<file path="config.mk">
export PLATFORM = sky130hd
export DESIGN_NAME = fetch_stage_flat
export DESIGN_NICKNAME = d
export VERILOG_FILES = /design/src/rtl/fetch_stage_if.sv /design/src/rtl/fetch_stage.sv /design/src/flat_wrapper.sv
export SDC_FILE = /design/constraint.sdc
export NUM_CORES = 1
export LEC_CHECK = 0
export CAP_MARGIN = 25
export CELL_PAD_IN_SITES_DETAIL_PLACEMENT = 1
export CELL_PAD_IN_SITES_GLOBAL_PLACEMENT = 1
export CORE_ASPECT_RATIO = 0.75
export CORE_UTILIZATION = 36
export CTS_BUF_LIST = sky130_fd_sc_hd__clkbuf_2 sky130_fd_sc_hd__clkbuf_4 sky130_fd_sc_hd__clkbuf_8
export DETAILED_ROUTE_END_ITERATION = 8
export PLACE_DENSITY = 0.9
export SETUP_SLACK_MARGIN = 0.5
export SKIP_LAST_GASP = 1
export SLEW_MARGIN = 25
export SYNTH_ARGS = -nofsm -noshare
export SYNTH_HDL_FRONTEND = slang
export SYNTH_SLANG_ARGS = --single-unit
</file>
<file path="constraint.sdc">
create_clock -name clk -period 2.24 [get_ports clk]
set_input_delay 0.56 -clock clk [delete_from_list [all_inputs] [get_ports clk]]
set_output_delay 0.56 -clock clk [all_outputs]
set_load 0.01 [all_outputs]
</file>
<file path="src/rtl/fetch_stage_if.sv">
// Instruction-memory bus between fetch_stage (master) and instruction memory (slave).
// Request-level handshake: imem_req marks a fetch of imem_addr this cycle; imem_ready=1 means
// imem_rdata holds the word for the current imem_addr in the same cycle. Nothing is outstanding.
interface fetch_stage_if;
  logic        imem_req;
  logic [31:0] imem_addr;
  logic [31:0] imem_rdata;
  logic        imem_ready;

  modport master (output imem_req, imem_addr, input imem_rdata, imem_ready);
  modport slave  (input imem_req, imem_addr, output imem_rdata, imem_ready);
endinterface

</file>
<file path="src/rtl/fetch_stage.sv">
// Instruction-fetch stage: PC, IF/ID register and a one-entry hold buffer for stalled returns.
// Optional performance counters are built when FETCH_PERF_EN is defined.
module fetch_stage #(
  parameter logic [31:0] RESET_PC = 32'h0000_0000,
  parameter logic [31:0] NOP_INST = 32'h0000_0013
) (
  input  logic                 clk,
  input  logic                 rst,
  input  logic                 stall,
  input  logic                 pc_sel,
  input  logic [31:0]          redirect_pc,
  fetch_stage_if.master        imem,
  output logic [31:0]          if_id_inst,
  output logic [31:0]          if_id_pc,
  output logic [31:0]          if_id_pc4,
  output logic                 if_id_valid,
  output logic [31:0]          perf_fetch_cnt,
  output logic [31:0]          perf_bubble_cnt,
  output logic [1:0]           state_dbg
);

  typedef enum logic [1:0] {
    S_BOOT  = 2'd0,
    S_FETCH = 2'd1,
    S_HOLD  = 2'd2
  } state_t;

  state_t      state, state_n;
  logic [31:0] pc, pc_n;
  logic [31:0] inst_n, ifpc_n, ifpc4_n;
  logic        valid_n;
  logic [31:0] hold_inst, hold_inst_n;
  logic [31:0] hold_pc, hold_pc_n;

  logic        redirect;
  logic [31:0] target;
  logic [31:0] pc_plus4;

  // control_unit drives pc_sel low for a taken jump/branch
  assign redirect = ~pc_sel;
  assign target   = {redirect_pc[31:2], 2'b00};
  assign pc_plus4 = pc + 32'd4;

  assign imem.imem_req  = (state == S_FETCH) && !rst;
  assign imem.imem_addr = pc;
  assign state_dbg      = state;

  always_ff @(posedge clk) begin
    if (rst) begin
      state       <= S_BOOT;
      pc          <= RESET_PC;
      if_id_inst  <= NOP_INST;
      if_id_pc    <= 32'd0;
      if_id_pc4   <= 32'd0;
      if_id_valid <= 1'b0;
      hold_inst   <= 32'd0;
      hold_pc     <= 32'd0;
    end else begin
      state       <= state_n;
      pc          <= pc_n;
      if_id_inst  <= inst_n;
      if_id_pc    <= ifpc_n;
      if_id_pc4   <= ifpc4_n;
      if_id_valid <= valid_n;
      hold_inst   <= hold_inst_n;
      hold_pc     <= hold_pc_n;
    end
  end

  always_comb begin
    state_n     = state;
    pc_n        = pc;
    inst_n      = if_id_inst;
    ifpc_n      = if_id_pc;
    ifpc4_n     = if_id_pc4;
    valid_n     = if_id_valid;
    hold_inst_n = hold_inst;
    hold_pc_n   = hold_pc;
    case (state)
      S_BOOT: begin
        state_n = S_FETCH;
      end
      S_FETCH: begin
        if (redirect) begin
          // squash: whatever memory returns this cycle belongs to the wrong path
          pc_n    = target;
          inst_n  = NOP_INST;
          valid_n = 1'b0;
        end else if (stall) begin
          if (imem.imem_ready) begin
            hold_inst_n = imem.imem_rdata;
            hold_pc_n   = pc;
            state_n     = S_HOLD;
          end
        end else if (imem.imem_ready) begin
          inst_n  = imem.imem_rdata;
          ifpc_n  = pc;
          ifpc4_n = pc_plus4;
          valid_n = 1'b1;
          pc_n    = pc_plus4;
        end else begin
          inst_n  = NOP_INST;
          valid_n = 1'b0;
        end
      end
      S_HOLD: begin
        if (redirect) begin
          pc_n    = target;
          inst_n  = NOP_INST;
          valid_n = 1'b0;
          state_n = S_FETCH;
        end else if (!stall) begin
          inst_n  = hold_inst;
          ifpc_n  = hold_pc;
          ifpc4_n = hold_pc + 32'd4;
          valid_n = 1'b1;
          pc_n    = pc_plus4;
          state_n = S_FETCH;
        end
      end
      default: begin
        state_n = S_BOOT;
      end
    endcase
  end

`ifdef FETCH_PERF_EN
  logic fetch_evt;
  logic bubble_evt;

  // edges that load IF/ID; stall-hold edges match neither
  assign fetch_evt  = pc_sel && !stall &&
                      (((state == S_FETCH) && imem.imem_ready) || (state == S_HOLD));
  assign bubble_evt = (redirect && (state != S_BOOT)) ||
                      ((state == S_FETCH) && pc_sel && !stall && !imem.imem_ready);

  always_ff @(posedge clk) begin
    if (rst) begin
      perf_fetch_cnt  <= 32'd0;
      perf_bubble_cnt <= 32'd0;
    end else begin
      if (fetch_evt)  perf_fetch_cnt  <= perf_fetch_cnt + 32'd1;
      if (bubble_evt) perf_bubble_cnt <= perf_bubble_cnt + 32'd1;
    end
  end
`else
  assign perf_fetch_cnt  = 32'd0;
  assign perf_bubble_cnt = 32'd0;
`endif

endmodule

</file>
<file path="src/flat_wrapper.sv">
// flat-port wrapper written by rule: the top's interface ports become plain ports
module fetch_stage_flat 
#(
  parameter logic [31:0] RESET_PC = 32'h0000_0000,
  parameter logic [31:0] NOP_INST = 32'h0000_0013
)
  (clk, rst, stall, pc_sel, redirect_pc, if_id_inst, if_id_pc, if_id_pc4, if_id_valid, perf_fetch_cnt, perf_bubble_cnt, state_dbg, imem_imem_req, imem_imem_addr, imem_imem_rdata, imem_imem_ready);
  fetch_stage_if imem_i ();
  input  logic clk;
  input  logic rst;
  input  logic stall;
  input  logic pc_sel;
  input  logic [31:0] redirect_pc;
  output logic [31:0] if_id_inst;
  output logic [31:0] if_id_pc;
  output logic [31:0] if_id_pc4;
  output logic if_id_valid;
  output logic [31:0] perf_fetch_cnt;
  output logic [31:0] perf_bubble_cnt;
  output logic [1:0] state_dbg;
  output wire logic [$bits(imem_i.imem_req)-1:0] imem_imem_req;
  output wire logic [$bits(imem_i.imem_addr)-1:0] imem_imem_addr;
  input wire logic [$bits(imem_i.imem_rdata)-1:0] imem_imem_rdata;
  input wire logic [$bits(imem_i.imem_ready)-1:0] imem_imem_ready;
  assign imem_imem_req = imem_i.imem_req;
  assign imem_imem_addr = imem_i.imem_addr;
  assign imem_i.imem_rdata = imem_imem_rdata;
  assign imem_i.imem_ready = imem_imem_ready;
  fetch_stage #(.RESET_PC(RESET_PC), .NOP_INST(NOP_INST)) u_core (.clk(clk), .rst(rst), .stall(stall), .pc_sel(pc_sel), .redirect_pc(redirect_pc), .imem(imem_i), .if_id_inst(if_id_inst), .if_id_pc(if_id_pc), .if_id_pc4(if_id_pc4), .if_id_valid(if_id_valid), .perf_fetch_cnt(perf_fetch_cnt), .perf_bubble_cnt(perf_bubble_cnt), .state_dbg(state_dbg));
endmodule
</file>
---- Yosys cells after proc, flatten, opt, wreduce, memory -nomap -nowiden ----
Cells that the tools add are included.
word-level totals
  flip-flop bits (word level) ............. 195
  logic and storage cells ................. 64
  output and inout bits ................... 196
operators by class
  muxes and demuxes ....................... 34
  add/subtract/negate cells ............... 2
  reductions and logical operators ........ 9
  equality and inequality tests ........... 11
operator list
  operator                                                         number
  32-bit two-way mux                                               18
  32-bit case mux with 2 select lines                              4
  32-bit by 3-bit adder with 32-bit output, second input constant  2
  2-bit != test, second input constant                             6
  4-bit AND reduction                                              3
  2-bit two-way mux                                                5
  3-bit != test, second input constant                             3
  2-bit case mux with 3 select lines                               1
  6-bit AND reduction                                              1
  1-bit two-way mux                                                5
  3-bit AND reduction                                              1
  2-bit by 1-bit == test with 1-bit output, second input constant  1
  2-bit == test, second input constant                             1
  2-bit logical NOT                                                1
  1-bit case mux with 2 select lines                               1
  2-bit nonzero test                                               1
  1-bit logical AND                                                1
  1-bit logical NOT                                                1

---- Logic depth before layout (Yosys ltp) ----
  word-level depth ........................ 5
  gate-level depth with buffers ........... 10
  gate-level depth less buffers ........... 7

---- Least setup slack after synthesis ----
No wires, ideal clock.
  kind .................................... register to register
  start ................................... register u_core.state[1], in the netlist u_core.state_dbg[1]
  end ..................................... register u_core.if_id_pc4[4]
  stages on the path, launching flop included .. 10
  buffers on the path ..................... 3
  path slack .............................. 160 ps
  arrival time ............................ 2,009 ps
  period minus slack after synthesis ...... 2,080 ps
  required time ........................... 2,170 ps
  library setup time ...................... 70 ps
  path through ............................ dfxtp_1 inv_1 ha_1 buf_2 mux2_2 nor3b_2 clkbuf_8 clkbuf_1 o211ai_1 a21oi_1
on the way
  cells in the longest elaborated chain, start to end .. 3
  elaborated cells on any way between the ends .. 10
RTL lines
  item                                                                       line               text
  start, declared                                                            fetch_stage.sv:28  state_t state, state_n;
  start signal, assigned                                                     fetch_stage.sv:59  state <= state_n;
  2-bit by 1-bit == test with 1-bit output or 2-bit == test (tied branches)  fetch_stage.sv:79  case (state)
  2-bit != test (no line) or 2-bit nonzero test (tied branches)              --
  6-bit AND reduction (no line)                                              --
  end signal, assigned                                                       fetch_stage.sv:63  if_id_pc4 <= ifpc4_n;
  end, declared                                                              fetch_stage.sv:15  output logic [31:0] if_id_pc4,
Several ways; a longest one is shown, not always the timed one.
A chain may end at the register's enable or synchronous reset.

---- Worst setup path in the final report ----
  start ................................... register u_core.state[1], in the netlist u_core.state_dbg[1]
  end ..................................... register u_core.if_id_inst[14]
on the way
  cells in the longest elaborated chain, start to end .. 3
  elaborated cells on any way between the ends .. 7
RTL lines
  item                                                                       line               text
  2-bit by 1-bit == test with 1-bit output or 2-bit == test (tied branches)  fetch_stage.sv:79
  3-bit != test (no line) or 2-bit nonzero test (tied branches)              --
  3-bit AND reduction (no line)                                              --
  end signal, assigned                                                       fetch_stage.sv:61  if_id_inst <= inst_n;
  end, declared                                                              fetch_stage.sv:13  output logic [31:0] if_id_inst,
Several ways; a longest one is shown, not always the timed one.

==> reports/results.tsv <==
stage	metric	value	unit
setup_path	Critical Path AT	2.83	ns
synth	Synth top area share	0.3886	
floorplan	Chip Width	190.9	um
route	WL met2	28570	um
layout	fin nets	1608	
grt	gr usage total	0.3930	
layout	Area growth, synth to finish	70.53	%
floorplan	die footprint	27430	um2
timing	Final Cycle Share	1.082	
synth	sequential element share of the synthesized area	0.3886	
outcome	failing checks	negative setup slack	
clocking	Hold-fix buffers, CTS	0	
setup_path	critical path class	reg2reg	
power	peak supply drop	0.4548	mV
grt	vias in the first global route	12168	
floorplan	I/O Pins	265	
layout	proportion of layout cells with a drive suffix above 1	0.4758	
place	GPL Wtd Cong	0.8801	
route	initial drt markers	1992	
power	Cell Pwr Density	594.1	nW/um2
synth	mean cell area of the mapped netlist	7.995	um2
synth	Synth top cells by count	nand2_1 (202), dfxtp_1 (187), clkbuf_1 (94), nor2_1 (93), a21oi_1 (87)	
floorplan	Starting Density	0.3691	
min_path	HP Class	in2reg	
floorplan	row cnt	51	
power	Logic pwr share	0.350	
clocking	CTS Buf Count	17	
route	via/cell ratio	6.934	
clocking	clk slew on worst S/H paths	0.14	ns
job	max_cap viols	0	
timing	Final min period	2.424	ns
timing	final worst slack	-0.1844	ns
min_path	Min-Delay Endpoint	u_core.if_id_pc4[2]	
synth	Synth Area in Simple Gates	0.2268	
route	WL/cell	36.41	um
route	total vias in the final route	13120	
synth	proportion of synthesized area in mux cells	0.04714	
synth	Syn Std Cell Area	9634	um2
route	Antenna Nets Post-Route	0	
setup_path	CP peak stage delay	0.44	ns
setup_path	FF-to-FF path depth	11	
power	clock share of power	0.267	
synth	most common cell in the netlist	nand2_1	
setup_path	flop-to-flop setup slack	-0.18	ns
grt	total global routing overflow	0	
synth	Synth area leaders	dfxtp_1 (39%), nand2_1 (7.9%), buf_4 (5.5%), a21oi_1 (4.5%), mux2i_1 (4.4%)	
power	LEAKAGE	6.111	nW
timing	Final Slew Violations	0	
setup_path	r2r endpoint	u_core.if_id_inst[14]	
floorplan	Die H	143.7	um
power	Flop pwr share	0.383	
clocking	Max clock buf depth	2	
synth	XOR/XNOR Fraction of Synth Area	0.03818	
setup_path	CP Max Fanout	5	
setup_path	reg2reg start	u_core.state_dbg[1]	
synth	Post-Syn Instances	1205	
timing	Final Hold Fails	0	
synth	synthesized flop and latch total	187	
place	Placed Area	12120	um2
min_path	min-delay src	rst	
place	Port Buffers	192	
power	Sw Pwr	3.758	mW
synth	ys flop type	dfxtp_1	
timing	Worst Max-Slew Pin Slew	0.9018	ns
grt	largest net degree at the start of global routing	65	
synth	largest family of logic cells by synthesized area	simple AND/OR/NAND/NOR gates	
timing	unrepaired setup endpoints after global routing	true	
place	DP HPWL	26770	um
route	# DRC	0	
timing	Clock Skew	0.05373	ns
setup_path	Data required, critical path	2.64	ns
timing	# setup viols final	4	
route	Post-Route WL	68890	um
synth	post-synthesis adder-cell area fraction	0.006494	
synth	Distinct cells, synth	64	
clocking	clock root buffer master	clkbuf_8	
grt	first-pass GRT wire length	80140	um
clocking	CTS tree	yes	
setup_path	Cell Chain, Critical Path	inv_4 > ha_4 > o211ai_1 > buf_4 > buf_6 > buf_6 > nand2_8 > buf_6 > buf_16 > a221oi_4 > nor3_2	
setup_path	crit-path most repeated cell	buf_6	
synth	EDFF count, synth	0	
timing	Fmax	412.5	MHz
synth	Yosys Warn Count	0	
power	Sw Share	0.3850	
setup_path	crit end category	flip-flop	
synth	area leader, netlist	dfxtp_1	
timing	Fin Setup TNS	-0.4863	ns
floorplan	core area	26100	um2
route	routed wl met3	9497	um
timing	slew margin rel.	0.3988	
synth	asr flop ratio synth	0	
power	Int Pwr	6.003	mW
layout	design area	16430	um2
setup_path	CP Launch Type	flip-flop	
clocking	H-tree lvl count	4	
route	met1 wire length	24500	um
min_path	Hold Path Depth	2	
grt	initial antenna violation count	5	
clocking	Skew-Pair Late Insertion Delay	0.59	ns
clocking	Clock Sinks	187	
route	uppermost layer routed	met5	
setup_path	slowest CP cell	a221oi_4	
outcome	status	finished, violations left	
synth	share of the synthesized area in compound gates (AO/OA/AOI/OAI)	0.1878	
route	1st-pass router iterations	6	
layer usage:
layer / track usage / up-vias
met2: 0.6146 / 1481
met5: 0.005495 / -
met4: 0.2375 / 6
met3: 0.1211 / 561
li1: - / 4806
met1: 0.4732 / 6266
worst max-delay path by stage:
stage | start | endpoint | slack (ns)
detailed placement | pc_sel | u_core.if_id_pc4[8] | -0.18
finish | u_core.state_dbg[1] | u_core.if_id_inst[14] | -0.18
CTS | u_core.state_dbg[1] | imem_imem_req | 0.24
global route | u_core.state_dbg[1] | u_core.if_id_inst[2] | -0.22
global placement | imem_imem_ready | u_core.if_id_pc4[31] | -0.09
floorplan | u_core.imem.imem_addr[9] | u_core.imem.imem_addr[28] | 0.38
power groups by stage:
stage	Sequential (mW)	Combinational, mW	Clock (mW)
2_1_floorplan	3.78	0.918	0
3_3_place_gp	3.74	1.66	0
3_5_place_dp	3.76	1.72	0
4_1_cts	3.67	2.61	2.35
5_1_grt	3.74	3.45	2.65
6_report	3.74	3.42	2.61
registers in the layout, indices dropped and copies added, names as in the netlist:
signal                 count
u_core.if_id_pc4          30
u_core.hold_inst          32
u_core.if_id_pc           30
u_core.if_id_inst         32
u_core.state_dbg           2
u_core.hold_pc            30
u_core.if_id_valid         1
u_core.imem.imem_addr     30
cells in the final DEF, fill, tap and decap left out, types with 13 or more instances in the layout:
cell	instances
nand2_1	173
buf_4	123
dfxtp_1	97
a21oi_1	73
conb_1	70
clkdlybuf4s50_1	64
buf_6	56
dfxtp_2	50
nor2_1	45
clkbuf_2	42
mux2i_1	40
dfxtp_4	40
clkdlybuf4s15_1	35
nor2_4	31
a211oi_2	30
buf_12	26
nor3_2	24
nand4_1	22
dlygate4sd2_1	22
o21ai_2	20
nand3_1	20
buf_16	19
a221oi_4	18
nor2_2	17
clkbuf_8	17
xor2_1	16
nor3_1	16
o211ai_1	15
xnor2_1	15
nand2_2	14
a221oi_2	14
a21oi_2	13
critical path, delay by kind of cell (launching register included):
kind | cells | cell delay [ns]
buf+inv | 6 | 0.74
compound gates | 2 | 0.61
flops | 1 | 0.43
simple gates | 2 | 0.29
fa+ha+maj | 1 | 0.20
final cells by class:
type | count | area (um2)
fillers | 2821 | 9669
multi-input cells | 899 | 7287
repair buffers | 414 | 4304
flip-flops and latches | 187 | 3956
well taps | 344 | 430.4
clock buffers | 20 | 256.5
clock inverters | 12 | 128.9
inverters | 15 | 63.81
diodes | 1 | 2.502
logic make-up (layout without fill, tap and decap cells):
kind of cell	count (synthesis)	in the layout
compound gates	269	269
fa+ha+maj	5	5
xor+xnor	42	42
buf+inv	188	461
mux	45	45
other cells	1	71
simple gates	468	468
flops	187	187
through the flow:
stage	utilization	total power [mW]	hold slack, ns	std cells	worst slack, ns
2_1_floorplan	-	4.695	0.4364	1274	0.3774
3_3_place_gp	0.4645	5.407	0.4411	1714	-0.09010
3_5_place_dp	0.4645	5.481	0.4509	1714	-0.1764
4_1_cts	0.5772	8.620	0.3008	1846	0.2413
5_1_grt	0.6295	9.840	0.3325	1892	-0.2216
6_report	0.6295	9.761	0.3489	1892	-0.1844
timing repair:
item,4_1_cts,5_1_grt
endpoints found under the setup margin,250,269
cloned,19,2
pin swaps,96,89
setup buffers,81,43
resized for setup,606,354
No activity file was read; power rests on OpenSTA's default activity.
==> variant, RTL diff (config.mk and constraints unchanged) <==
Add a define of `FETCH_PERF_EN`.
--- a/src/rtl/fetch_stage.sv
+++ b/src/rtl/fetch_stage.sv
@@ -1,4 +1,6 @@
 // Instruction-fetch stage: PC, IF/ID register and a one-entry hold buffer for stalled returns.
 // Optional performance counters are built when FETCH_PERF_EN is defined.
+`define FETCH_PERF_EN
+
 module fetch_stage #(
   parameter logic [31:0] RESET_PC = 32'h0000_0000,
Function: changed (a bounded check fails within 4 cycles, from zero or initial values and one cycle with rst high).
==> variant against the unedited design <==
The run ends with max-capacitance violations, negative setup slack left. Routed wire length up 2.9%. Synthesized area rose by 24%. Sequential cell count rose by 64. Worst setup slack worse by 0.26 ns. Combinational power down 13%. Synthesized cell count increased by 22%. Critical path depth is 3 lower. Non-clock buffer count is 113 higher. Total power is 24% higher. Final area increased by 25%. Critical path type unchanged.
==> variant: results (changes against the unedited design) <==
| Quantity | Reported | Unit | Delta |
|---|---|---|---|
| Placed cells | 2170 | - | +27% |
| Clock-pin slew reported for the worst setup and hold paths after clock tree synthesis | 0.08 | ns | -0.06 ns |
| Clock H-tree levels | 2 | - | -2 |
| Setup Buffers After CTS | 80 | - | -1.2% |
| Biggest fanout along the worst timing path | 6 | - | +1 |
| Setup slack after placement | -0.296 | ns | -0.120 ns |
| Share of synthesized area spent on multiplexers | 3.56 | % | -1.2 points |
| Violations in the final reports | max-capacitance violations, negative setup slack | - |  |
| DRT met1 WL | 26100 | um | +6.5% |
| Final non-filler cell total | 2389 | - | +26% |
| Initial DRC Count | 1545 | - | -22% |
| Post-synthesis instance total | 1475 | - | +22% |
| Total CTS buffers | 43 | - | +26 |
| Endpoint arrival time on the critical path | 3.24 | ns | +0.41 ns |
| Post-layout net count | 2001 | - | +24% |
| Filler Cell Count | 3559 | - | +26% |
| Depth of the most critical reg-to-reg path | 8 | - | -3 |
| Top cell types by occurrence after synthesis | dfxtp_1 (251), nand2_1 (213), nor2_1 (137) | - |  |
| Synth top area cells | dfxtp_1 (42%), nand2_1 (6.7%), a21oi_1 (5.0%), nor2_1 (4.3%), xnor2_1 (3.7%) | - |  |
| Setup skew after layout | 0.0710 | ns | +0.0173 ns |
| Wire length of the first global-routing pass | 83300 | um | +4.0% |
| Final setup margin | -0.444 | ns | -0.260 ns |
| Vias post-DR | 15.1k | - | +15% |
| Setup violation total in the final timing report | 3 | - | -1 |
| Buffer levels on the longest clock path | 3 | - | +1 |
| Leakage component of the power | 8.02 | nW | +31% |
| Distinct cell type count after synthesis | 62 | - | -3.1% |
| Clock Latency Late Sink | 0.63 | ns | +0.04 ns |
| Post-cts gate resize count | 798 | - | +32% |
| Maximum number of pins on one net before global-route repair | 142 | - | +120% |
| Total Routing Usage GR | 31.2 | % | -8.1 points |
| Remaining max-slew budget at the tightest pin | 1.45 | % | -38 points |
| Post-synthesis sequential area ratio | 42.1 | % | +3.2 points |
| Termination of the worst setup path | u_core.imem.imem_addr[14]$_SDFFE_PP0P_ | - |  |
| Vias in the first global route | 14.5k | - | +20% |
| Synthesized-area fraction occupied by adder cells | 0.733 | % | +0.084 points |
| Compound-Gate Fraction of Synth Area | 17.0 | % | -1.8 points |
| Number of maximum-capacitance violations | 1 | - | +1 |
| Final GP Congestion | 0.915 | - | +4.0% |
| Met3 wire length | 7110 | um | -25% |
| Routed wire length on met2 | 32400 | um | +13% |
| Asr flop ratio synth | 0 | % | unchanged |
| DP Area | 16000 | um^2 | +32% |
| Port Buffers | 256 | - | +33% |
| Worst IR drop on VDD | 361 | uV | -21% |
| Post-Route Hold Slack | 0.255 | ns | -0.0944 ns |
| Xor/xnor cell area share of the yosys netlist | 6.16 | % | +2.3 points |
| HPWL Detailed | 33200 | um | +24% |
| Status | finished with violations | - |  |
| Share of layout cells above drive strength 1 | 47.4 | % | -0.17 points |
| Antenna violations before repair | 7 | - | +2 |
| Final wirelength | 70900 | um | +2.9% |
## variant: cell types whose count changed after synthesis, moves of 19 or more
cell,delta
a21oi_1,+33
or3_1,+20
nand3_1,+20
nor2_1,+44
xnor2_1,+27
dfxtp_1,+64
buf_4,-65
nand4_1,+19
## variant: power breakdown
part           switching, W  leakage, nW  internal [W]  total (W)
logic               0.00162         5.49       0.00136    0.00298
clock network       0.00207        0.421       0.00218    0.00425
registers          0.000215         2.11       0.00463    0.00485
## variant: worst max-delay path: stages (launching register included)
cell	delay, ns
dfxtp_4	0.40
ha_4	0.17
buf_4	0.12
and4_4	0.23
nand3_1	0.09
buf_4	0.18
nor3_1	1.11
o21ai_1	0.19
a21oi_2	0.19
## variant: area by class of cell
class | instances | area (um^2) | area share [%]
diodes | 2 | 5.00 | 0.0245
clock buffers | 62 | 772 | 3.77
clock inverters | 3 | 21.3 | 0.104
inverters | 27 | 104 | 0.507
multi-input cells | 1075 | 8570 | 41.9
flip-flops and latches | 251 | 5290 | 25.8
well taps | 442 | 553 | 2.70
repair buffers | 527 | 5160 | 25.2
## variant: worst min-delay path by stage
stage	end	depth (start not counted)
2_1_floorplan	u_core.hold_inst[10]$_SDFFE_PP0P_	2
3_3_place_gp	u_core.hold_inst[24]$_SDFFE_PP0P_	2
3_5_place_dp	u_core.hold_inst[17]$_SDFFE_PP0P_	2
4_1_cts	u_core.hold_inst[24]$_SDFFE_PP0P_	2
5_1_grt	u_core.if_id_inst[24]$_SDFFE_PP0P_	2
6_report	u_core.if_id_inst[24]$_SDFFE_PP0P_	2
## variant: routing by layer
layer  vias up  GRT usage (%)
met2      1054           51.4
met1      7413           37.7
met5         -              0
li1       6154              -
met3       447           8.55
met4        10           14.1
